### src/rtl/timer_sched_pkg.sv
// Shared definitions for the interval-timer scheduler: sequencer states,
// the timer's tick scaling and the default interval width.
package timer_sched_pkg;

  // Width of the timer's interval register (milliseconds)
  localparam int IW_DEFAULT = 16;

  // The timer counts 2**13 ticks per millisecond of interval
  localparam int TICKS_PER_MS_LOG2 = 13;

  typedef enum logic [2:0] {
    ST_IDLE  = 3'd0,
    ST_WRITE = 3'd1,
    ST_ARM   = 3'd2,
    ST_WAIT  = 3'd3,
    ST_DONE  = 3'd4,
    ST_DRAIN = 3'd5
  } state_t;

endpackage

### src/rtl/timer_sched_rr_arbiter.sv
// Combinational round-robin pick: the first set request found when scanning
// upwards from ptr, wrapping at N.
module timer_sched_rr_arbiter #(
  parameter int N    = 4,
  parameter int IDXW = 2
) (
  input  logic [N-1:0]    req,
  input  logic [IDXW-1:0] ptr,
  output logic            valid,
  output logic [IDXW-1:0] idx
);

  logic [IDXW-1:0] pos;

  // Walk the scan order backwards so the closest requester to ptr is the last to write idx
  always_comb begin
    valid = 1'b0;
    idx   = '0;
    pos   = '0;
    for (int k = N - 1; k >= 0; k--) begin
      pos = IDXW'((int'(ptr) + k) % N);
      if (req[pos]) begin
        valid = 1'b1;
        idx   = pos;
      end
    end
  end

endmodule

### src/rtl/timer_sched.sv
// Shares one interval timer among N_REQ requesters: arbitrates round-robin,
// programs the interval, re-arms the timer via its status read, waits for
// expiry and pulses done to the winner. Requesters may cancel while waiting.
module timer_sched
  import timer_sched_pkg::*;
#(
  parameter int N_REQ = 4,
  parameter int IW    = IW_DEFAULT
) (
  input  logic               CLK,
  input  logic               RST,
  input  logic               GWE,
  input  logic [N_REQ-1:0]   req,
  input  logic [N_REQ*IW-1:0] req_interval,
  output logic [N_REQ-1:0]   done,
  output logic               busy,
  output logic [2:0]         grant_id,
  output logic               tmr_write_interval,
  output logic [IW-1:0]      tmr_interval,
  output logic               tmr_read_status,
  input  logic               tmr_status
);

  localparam int IDXW = (N_REQ > 1) ? $clog2(N_REQ) : 1;

  state_t          state;
  logic [IDXW-1:0] rr_ptr;
  logic [IDXW-1:0] gnt_q;
  logic [IW-1:0]   interval_q;
  logic            arb_valid;
  logic [IDXW-1:0] arb_idx;
  logic [IW-1:0]   sel_interval;
  logic [IDXW-1:0] next_ptr;

  timer_sched_rr_arbiter #(
    .N    (N_REQ),
    .IDXW (IDXW)
  ) u_arb (
    .req   (req),
    .ptr   (rr_ptr),
    .valid (arb_valid),
    .idx   (arb_idx)
  );

  // Select the interval belonging to the arbiter's current winner
  always_comb begin
    sel_interval = '0;
    for (int i = 0; i < N_REQ; i++) begin
      if (int'(arb_idx) == i) sel_interval = req_interval[i*IW +: IW];
    end
  end

  // Fairness pointer moves to the requester just after the one finishing now
  always_comb begin
    next_ptr = gnt_q + 1'b1;
    if (int'(gnt_q) == N_REQ - 1) next_ptr = '0;
  end

  // Sequencer: write interval, re-arm on the status read, wait for expiry or cancel; frozen while GWE is low
  always_ff @(posedge CLK) begin
    if (GWE) begin
      if (RST) begin
        state      <= ST_IDLE;
        rr_ptr     <= '0;
        gnt_q      <= '0;
        interval_q <= '0;
      end else begin
        case (state)
          ST_IDLE: begin
            if (arb_valid) begin
              gnt_q      <= arb_idx;
              interval_q <= sel_interval;
              state      <= ST_WRITE;
            end
          end
          ST_WRITE: state <= ST_ARM;
          ST_ARM: begin
            if (tmr_status) state <= ST_WAIT;
          end
          ST_WAIT: begin
            if (tmr_status)       state <= ST_DONE;
            else if (!req[gnt_q]) state <= ST_DRAIN;
          end
          ST_DONE: begin
            rr_ptr <= next_ptr;
            state  <= ST_IDLE;
          end
          ST_DRAIN: begin
            if (tmr_status) begin
              rr_ptr <= next_ptr;
              state  <= ST_IDLE;
            end
          end
          default: state <= ST_IDLE;
        endcase
      end
    end
  end

  // Outputs decode the registered state; the only input reaching them is the timer status during ARM
  always_comb begin
    done = '0;
    if (state == ST_DONE) done[gnt_q] = 1'b1;
    busy               = (state != ST_IDLE);
    tmr_write_interval = (state == ST_WRITE);
    tmr_interval       = (state == ST_WRITE) ? interval_q : '0;
    tmr_read_status    = (state == ST_ARM) && tmr_status;
  end

  assign grant_id = 3'(gnt_q);

endmodule
### config.mk
export PLATFORM = sky130hd
export DESIGN_NAME = timer_sched
export DESIGN_NICKNAME = d
export VERILOG_FILES = /design/src/rtl/timer_sched_pkg.sv /design/src/rtl/timer_sched_rr_arbiter.sv /design/src/rtl/timer_sched.sv
export SDC_FILE = /design/constraint.sdc
export NUM_CORES = 1
export LEC_CHECK = 0
export CELL_PAD_IN_SITES_DETAIL_PLACEMENT = 1
export CELL_PAD_IN_SITES_GLOBAL_PLACEMENT = 2
export CORE_MARGIN = 1
export CORE_UTILIZATION = 23
export DETAILED_ROUTE_END_ITERATION = 12
export GPL_ROUTABILITY_DRIVEN = 0
export GPL_TIMING_DRIVEN = 1
export PLACE_DENSITY_LB_ADDON = 0.12
export SYNTH_ARGS = -nofsm -noshare
export SYNTH_HDL_FRONTEND = slang
export SYNTH_SLANG_ARGS = --single-unit
### constraint.sdc
create_clock -name CLK -period 5 [get_ports CLK]
set_clock_uncertainty 0.1 [all_clocks]
set_input_delay 1.25 -clock CLK [delete_from_list [all_inputs] [get_ports CLK]]
set_output_delay 1.25 -clock CLK [all_outputs]
set_load 0.03 [all_outputs]
==> results.toml, run 1 <==
[outcome]
outcome = "finished clean"

[power_and_ir_drop]
leakage_nw = 1.02
clock_power_share_pct = 22.0
power_density_nw_per_um2 = 204
p_switching_mw = 0.163
peakVddDrop_mv = 0.0966
p_int_mw = 0.395
pwr-share-comb_pct = 34.6
finalPower_mw = 0.557
pwr-share-seq_pct = 43.4
switching_share_pct = 29.2

[logic_synthesis]
ys_types = 35
syn_area_per_cell_sq_um = 11.0
yosys-top-cells-area = "edfxtp_1, mux2i_1, and2_1, o22ai_1, buf_6"
ys_seq_area_share_pct = 41.2
syn_nets = 228
synth_top_cell_by_area = "edfxtp_1"
synth-seq-cells = 23
async_flop_share_pct = 0
synth_top_cell_area_share_pct = 41.2
yosysWarnings = 0
ys.flop_type = "edfxtp_1"
synth_enable_flop_cells = 23
netlist_instances = 152
synth_area_sq_um = 1680

[layout]
multiInputGateArea_sq_um = 888
register_area_sq_um = 691
drive_above_1_share_pct = 6.17
nFillCells = 805
area_growth_pct = 63.1
fin_nets = 320
diodes = 0

[sta]
post-route-period-util_pct = 82.0
rsz0062_at_grt = "no"
drv_slew = 0
slew_headroom_pct = 36.1
maxClockFrequency_mhz = 244
worstMarginPinSlew_ns = 0.958
setup_violations = 0
period_minus_slack_ns = 4.10
finalHoldViolations = 0
setup_tns_ns = 0

[cts]
post_cts_resized = 0
cts-hold-fix-buffers = 0
cts.sinks = 23
post_cts_buffers = 0
cts_tree = "done"
clockRootBuffer = "clkbuf_8"
cts_buffer_depth = 2
htree_levels = 1
clkLatencyLatePin_ns = 0.27
numCtsBuffers = 3
cts.clk_slew.worst_paths_ns = 0.09

[global_route]
grt_usage_pct = 14.0
grt_pass1_vias = 1613
grt_pass1_wl_microns = 8140
grt_antenna_before_repair = 0
grt_max_degree = 33
gr-total-overflow = 0

[setup_path]
startpoint_type = "primary input"
crit_path_top_delay_cell = "clkdlybuf4s50_1"
max_stage_delay_ns = 0.71
worst-path-stages = 3
ff2ff_path_depth = 5
cp-end-kind = "output port"
critPathArrivalTime_ns = 2.75
crit_fanout = 4
crit_buf_inv = 2
path_common_cell = "clkdlybuf4s50_1"
required_ns = 3.65
path_cells = "clkdlybuf4s50_1 -> nor4bb_1 -> clkdlybuf4s50_1"
critical_path.top_delay_family = "buffers and inverters"
path_class = "in2out"

[die]
io_pins = 98
dieArea_sq_um = 7640
die_w_microns = 87.4
start_util_pct = 24.3
coreArea_sq_um = 6910
row_count = 30
die_y_microns = 87.4

[min_path]
holdCritPathClass = "reg2reg"
min_path_cells = 1

[routing]
wl_microns = 5140
vias_per_cell = 4.40
drtAntennaViolNets = 0
firstDrtPassIters = 4
drcViolationCount = 0
dr.first_iter.drc_count = 48
vias = 1492
wire_per_inst_microns = 15.2

[flow_run]
cap_violations = 0

[place]
dp_hpwl_microns = 3890
port_buffers = 96
[cell usage after synthesis, types with 2 or more instances]
cell type  instances
a21oi_1            3
buf_4              2
inv_1              6
mux2i_1           31
nor2_1             4
or2_1              2
nor3_1             4
edfxtp_1          23
ha_1               4
nor4bb_1           2
nor3b_1            2
and2_1            20
buf_6              5
o21ai_0            2
nand2_1            4
nand2b_1           5
o22ai_1           15
[per-stage QoR]
step                util (%)  hold WS (ns)  setup WS [ns]  cell area [sq um]  std cells
finish                  39.6         0.659          0.901               2740        339
global route            39.6         0.690          0.788               2740        339
CTS                     39.6         0.654          0.896               2740        339
detailed placement      38.9         0.630          0.895               2690        335
global placement        38.9         0.639          0.905               2690        335
floorplan                  -         0.556           1.41               1680        152
[cells by family (layout without fill, tap and decap cells)]
family,count (synthesis),in the layout,synth area share [%]
mux,32,32,19.8
fa+ha+maj,4,4,2.98
compound gates,24,24,9.69
xor+xnor,1,1,0.522
simple gates,51,51,19.2
other cells,1,1,0.223
buf+inv,16,107,6.34
flops,23,23,41.2
[power groups by stage]
stage	Combinational, mW	Clock (mW)	Sequential, mW
floorplan	0.109	0	0.244
global placement	0.194	0	0.246
detailed placement	0.196	0	0.246
CTS	0.196	0.125	0.242
global route	0.210	0.133	0.244
finish	0.193	0.122	0.242
[metal layers]
metal  vias up  routed length [microns]  global-route usage (%)  part of all wire [%]
met5         -                        0                       0                     0
met4         0                       46                    3.13                  0.89
met3         4                      407                    4.93                   7.9
met2        59                     2410                    23.0                    47
met1       686                     2270                    17.7                    44
li1        743                        -                       -                     -
[layout make-up]
type	count	area share [%]
timing repair buffer	97	35.4
multi-input combinational	113	32.5
sequential	23	25.2
tap	96	4.39
clock buffer	3	1.51
inverter	6	0.823
clock inverter	1	0.183
[final timing paths]
check                                                   end  slack (ns)                    start
worst min-delay path                 state[0]$_SDFFCE_PP0P_        0.66   state[2]$_SDFFCE_PP0P_
worst min register to register       state[0]$_SDFFCE_PP0P_        0.66   state[2]$_SDFFCE_PP0P_
worst max register to register  interval_q[0]$_SDFFCE_PP0P_        2.61  rr_ptr[1]$_SDFFCE_PP0P_
worst max-delay path                        tmr_read_status        0.90               tmr_status
[layout by cell type (no fill, tap or decap), types with 2 or more instances in the layout]
cell type,synthesis,layout
clkdlybuf4s50_1,0,96
mux2i_1,31,31
edfxtp_1,23,23
and2_1,20,20
o22ai_1,15,15
inv_1,6,6
nand2b_1,5,5
nor3_1,4,4
nand2_1,4,4
ha_1,4,4
nor2_1,4,3
a21oi_1,3,3
clkbuf_8,0,3
o21ai_0,2,2
nor4bb_1,2,2
or2_1,2,2
[sequential cells by signal (all words and copies together), names as in the netlist]
register	flops
gnt_q	2
rr_ptr	2
state	3
interval_q	16
Power figures use the tool's default switching activity.
==> run 2, diff against run 1 <==
Settings changed: CORE_UTILIZATION 23 to 22.
Clock period 5 ns to 4.3 ns, I/O delays scaled along.
==> run 2 against run 1 <==
Net effect: die area rose by 4.4%; count of clock-buffer cells in the layout rose by 1; clock power rose by 16%; power rose by 16%; largest power group unchanged; via count rose by 2.3%; setup slack got worse by 0.35 ns; critical path depth did not move; utilization fell by 2.2 points; sequential cell count did not move; sequential power rose by 16%; global-route usage fell by 0.79 points; hold slack improved by 0.017 ns.
==> results.toml, run 2 (same netlist as run 1, synthesis figures left out) <==
[flow_run]
cap_violations = 0

[setup_path]
critPathArrivalTime_ns = 2.57
required_ns = 3.12
crit_path_top_delay_cell = "clkdlybuf4s50_1"
crit_fanout = 4
max_stage_delay_ns = 0.71
crit_buf_inv = 2
critical_path.top_delay_family = "buffers and inverters"
path_common_cell = "clkdlybuf4s50_1"
startpoint_type = "primary input"
cp-end-kind = "output port"
path_cells = "clkdlybuf4s50_1 -> nor4bb_1 -> clkdlybuf4s50_1"
path_class = "in2out"

[layout]
final_cell_count_no_fill = 343
drive_above_1_share_pct = 6.15
layout_commonest_cell = "clkdlybuf4s50_1"
area_growth_pct = 63.7
fin_nets = 321
diodes = 0
nFillCells = 804
largest_reg_flops = 16
layout_common_cells = "clkdlybuf4s50_1, mux2i_1, edfxtp_1"
regMostFlops = "interval_q"
reg_top3 = "interval_q (16), state (3)"

[cts]
clkLatencyLatePin_ns = 0.27
cts.clk_slew.worst_paths_ns = 0.09
cts-hold-fix-buffers = 0
post_cts_buffers = 0
cts_tree = "done"
cts.sinks = 23
numCtsBuffers = 3
post_cts_resized = 0
clockRootBuffer = "clkbuf_8"
cts_buffer_depth = 2
htree_levels = 1

[die]
start_util_pct = 22.9
row_count = 31
coreArea_sq_um = 7330
die_y_microns = 89.3
dieArea_sq_um = 7980
die_w_microns = 89.3
io_pins = 98

[sta]
post-route-period-util_pct = 87.2
setup_tns_ns = 0
slew_headroom_pct = 33.8
worstMarginPinSlew_ns = 0.992
setup_violations = 0
drv_slew = 0
maxClockFrequency_mhz = 267
period_minus_slack_ns = 3.75
finalHoldViolations = 0
rsz0062_at_grt = "no"

[global_route]
grt_pass1_vias = 1534
grt_antenna_before_repair = 0
grt_pass1_wl_microns = 7890
grt_max_degree = 33
gr-total-overflow = 0
grt_usage_pct = 13.3

[routing]
dr.first_iter.drc_count = 72
firstDrtPassIters = 2
wl_microns = 5210
vias_per_cell = 4.45
drtAntennaViolNets = 0
wire_per_inst_microns = 15.2
vias = 1527
drcViolationCount = 0

[place]
dp_hpwl_microns = 4080
port_buffers = 96
post-place-cells = 339

[power_and_ir_drop]
p_int_mw = 0.461
switching_share_pct = 28.8
p_switching_mw = 0.186
leakage_nw = 1.02
pwr-share-seq_pct = 43.5
clock_power_share_pct = 21.7
peakVddDrop_mv = 0.112
pwr-share-comb_pct = 34.8
power_density_nw_per_um2 = 236
finalPower_mw = 0.647

[outcome]
outcome = "finished clean"

[min_path]
holdCritPathClass = "reg2reg"
## run 2: cell count changes in the layout (fill, tap and decap cells not counted), sizes merged
| cell | change |
|---|---|
| buf | +1 |
| clkbuf | +1 |
| clkinv | -1 |
## run 2: power by group through the flow
stage	Clock [mW]	Sequential (mW)	Combinational, mW
3_3_place_gp	0	0.286	0.228
4_1_cts	0.146	0.282	0.230
5_1_grt	0.156	0.284	0.247
3_5_place_dp	0	0.287	0.229
2_1_floorplan	0	0.284	0.126
6_report	0.141	0.281	0.225
## run 2: area by class of cell
class,instances,area [sq um],area share (%)
Clock buffer,4,45.0,1.64
Inverter,6,22.5,0.820
Multi-Input combinational cell,113,888,32.3
Sequential cell,23,691,25.1
Tap cell,99,124,4.51
Timing Repair Buffer,98,976,35.5
## run 2: stage by stage
stage | setup WS [ns] | area, sq um | utilization [%] | hold slack [ns]
after floorplan | 1.06 | 1680 | - | 0.556
after global placement | 0.551 | 2700 | 36.8 | 0.650
after detailed placement | 0.547 | 2700 | 36.8 | 0.667
after CTS | 0.539 | 2750 | 37.5 | 0.686
after global routing | 0.469 | 2750 | 37.5 | 0.710
final | 0.551 | 2750 | 37.5 | 0.676
## run 2: routing by layer
| metal | GRT usage [%] | vias up | wire length (microns) |
|---|---|---|---|
| met1 | 15.8 | 726 | 2060 |
| met4 | 2.60 | 0 | 45 |
| met3 | 3.69 | 4 | 360 |
| met2 | 23.9 | 53 | 2750 |
| met5 | 0 | - | 0 |
| li1 | - | 744 | - |
## run 2: worst paths after layout
check,from,end,slack [ns],cells after the start
setup / recovery,tmr_status,tmr_read_status,0.55,3
hold / removal,state[2]$_SDFFCE_PP0P_,state[0]$_SDFFCE_PP0P_,0.68,1
setup reg to reg,rr_ptr[1]$_SDFFCE_PP0P_,interval_q[0]$_SDFFCE_PP0P_,2.00,5
hold reg to reg,state[2]$_SDFFCE_PP0P_,state[0]$_SDFFCE_PP0P_,0.68,1
==> run 3, diff against run 2 <==
Settings changed: ABC_AREA from default to 1, CORE_UTILIZATION 22 to 33, DONT_BUFFER_PORTS from default to 1, SLEW_MARGIN from default to 0.
==> run 3 against run 2 <==
Net effect: register-to-register slack got worse by 0.23 ns; utilization shrank 1.9 points; wire length up 1.8%; critical path depth rose by 1; non-clock buffer count down 98; hold slack worse by 0.13 ns; first-iteration DRC count increased by 5.6%; via count grew 14%; highest routed layer unchanged; global-route usage grew 3.0 points.
==> results.toml, run 3 <==
[cts]
clkLatencyLatePin_ns = 0.25
htree_levels = 1
cts_tree = "done"
cts.sinks = 23
post_cts_resized = 0
numCtsBuffers = 3
cts-hold-fix-buffers = 0
cts_buffer_depth = 2
clockRootBuffer = "clkbuf_8"
cts.clk_slew.worst_paths_ns = 0.07
post_cts_buffers = 0

[logic_synthesis]
async_flop_share_pct = 0
synth_area_sq_um = 2080
synth_enable_flop_cells = 23
yosys-top-cells-area = "edfxtp_1, inv_1, nand3_1, nor2_1, nand2_1"
ys_seq_area_share_pct = 33.2
ys_types = 30
yosys-top-cells-count = "inv_1, nor2_1, nand2_1"
yosysWarnings = 0
syn_area_per_cell_sq_um = 7.01
syn_nets = 373
netlist_instances = 297
synth-seq-cells = 23
ys.flop_type = "edfxtp_1"
synth_top_cell_by_area = "edfxtp_1"
post-synth-top-count-cell = "inv_1"
synth_top_cell_area_share_pct = 33.2

[setup_path]
ff2ff_path_depth = 8
reg2reg_from = "rr_ptr[0]$_SDFFCE_PP0P_"
crit_buf_inv = 1
critPathArrivalTime_ns = 1.80
path_common_cell = "nor2_1"
max_stage_delay_ns = 0.58
r2r-end = "interval_q[6]$_SDFFCE_PP0P_"
critical_path.top_delay_family = "simple AND/OR/NAND/NOR gates"
path_cells = "inv_1 -> nor2_1 -> nand2_1 -> nor2_1"
r2r_setup_slack_ns = 1.77
crit_path_top_delay_cell = "nor2_1"
startpoint_type = "flip-flop"
cp-end-kind = "output port"
crit_fanout = 18
path_class = "reg2out"
required_ns = 3.12

[global_route]
grt_pass1_vias = 1627
grt_usage_pct = 16.3
grt_pass1_wl_microns = 8260
grt_antenna_before_repair = 0
gr-total-overflow = 0
grt_max_degree = 25

[sta]
maxClockFrequency_mhz = 336
finalHoldViolations = 0
drv_slew = 0
rsz0062_at_grt = "no"
setup_violations = 0
worstMarginPinSlew_ns = 0.923
setup_tns_ns = 0
post-route-period-util_pct = 69.3
whs_ns = 0.549
setup_slack_ns = 1.32
slew_headroom_pct = 38.4
period_minus_slack_ns = 2.98

[routing]
drtAntennaViolNets = 0
vias = 1735
firstDrtPassIters = 4
wl_microns = 5310
drcViolationCount = 0
vias_per_cell = 4.78
wire_per_inst_microns = 14.6
dr.first_iter.drc_count = 76

[layout]
area_growth_pct = 2.16
fin_nets = 365
largest_reg_flops = 16
fin_area_sq_um = 2130
nFillCells = 781
regMostFlops = "interval_q"
layout_common_cells = "inv_1, nor2_1, nand2_1"
layout_commonest_cell = "inv_1"
multiInputGateArea_sq_um = 1050
diodes = 0
reg_top3 = "interval_q (16), state (3)"
drive_above_1_share_pct = 10.8
register_area_sq_um = 691

[outcome]
outcome = "finished clean"

[power_and_ir_drop]
power_density_nw_per_um2 = 315
clock_power_share_pct = 18.9
leakage_nw = 1.01
peakVddDrop_mv = 0.112
pwr-share-seq_pct = 43.6
p_int_mw = 0.411
pwr-share-comb_pct = 37.6
p_switching_mw = 0.259
switching_share_pct = 38.6
finalPower_mw = 0.669

[min_path]
holdCritPathClass = "reg2reg"
min_path_cells = 1
worstHoldEndpoint = "state[0]$_SDFFCE_PP0P_"
min_from = "state[0]$_SDFFCE_PP0P_"

[place]
place_ws_ns = 1.38
port_buffers = 0
place_area_sq_um = 2080
dp_hpwl_microns = 4250

[die]
start_util_pct = 34.8
row_count = 28
coreArea_sq_um = 5990
die_w_microns = 81.5
die_y_microns = 81.5
dieArea_sq_um = 6630
io_pins = 98

[flow_run]
cap_violations = 0
## run 3: changes by cell type after synthesis, moves of 15 or more
cell,previous run,this run
and2_1,20,0
nor2_1,4,43
nand3_1,0,35
o22ai_1,15,0
nand2_1,4,36
mux2i_1,31,0
nand4_1,0,17
inv_1,6,62
## run 3: kinds of logic after synthesis
family                     Yosys count  synth area share [%]
xor gates and xnor gates             1                 0.420
adders and majority gates            4                  2.40
and+or+nand+nor                    159                  39.5
AOI/OAI and AO/OA                   30                  7.57
buffers and inverters               79                  16.8
other                                1                 0.180
DFF                                 23                  33.2
## run 3: power groups by stage
stage	clock network, mW	registers (mW)	logic, mW
global route	0.136	0.295	0.287
CTS	0.131	0.292	0.254
floorplan	0	0.291	0.225
global placement	0	0.297	0.251
detailed placement	0	0.297	0.254
finish	0.126	0.292	0.252
## run 3: routing by layer
layer	GRT usage, %	wire length (microns)	vias to the layer above	part of all wire (%)
met3	2.44	363	2	6.8
met4	2.86	27	0	0.51
met1	25.8	2730	739	51
met5	0	0	-	0
li1	-	-	932	-
met2	22.8	2180	62	41
## run 3: per-stage QoR
| step | std cells | utilization [%] |
|---|---|---|
| 3_3_place_gp | 359 | 34.8 |
| 6_report | 363 | 35.5 |
| 5_1_grt | 363 | 35.5 |
| 2_1_floorplan | 297 | - |
| 3_5_place_dp | 359 | 34.8 |
| 4_1_cts | 363 | 35.5 |
## run 3: how the worst max path moves through the flow
stage                                 startpoint                            to  slack, ns  cells past startpoint
after detailed placement                  req[3]  interval_q[14]$_SDFFCE_PP0P_       1.38                      8
after floorplan                           req[3]        gnt_q[0]$_SDFFCE_PP0P_       1.26                      8
after global routing      state[0]$_SDFFCE_PP0P_               tmr_interval[7]       1.16                      4
after CTS                 state[0]$_SDFFCE_PP0P_               tmr_interval[8]       1.29                      4
after global placement                    req[3]  interval_q[14]$_SDFFCE_PP0P_       1.43                      8
final                     state[0]$_SDFFCE_PP0P_               tmr_interval[8]       1.32                      4
## run 3: layout make-up
class / count / area share (%)
clock buffer: 4 / 2.12
inverter: 66 / 11.9
multi-input combinational: 195 / 49.1
sequential: 23 / 32.5
tap: 75 / 4.41
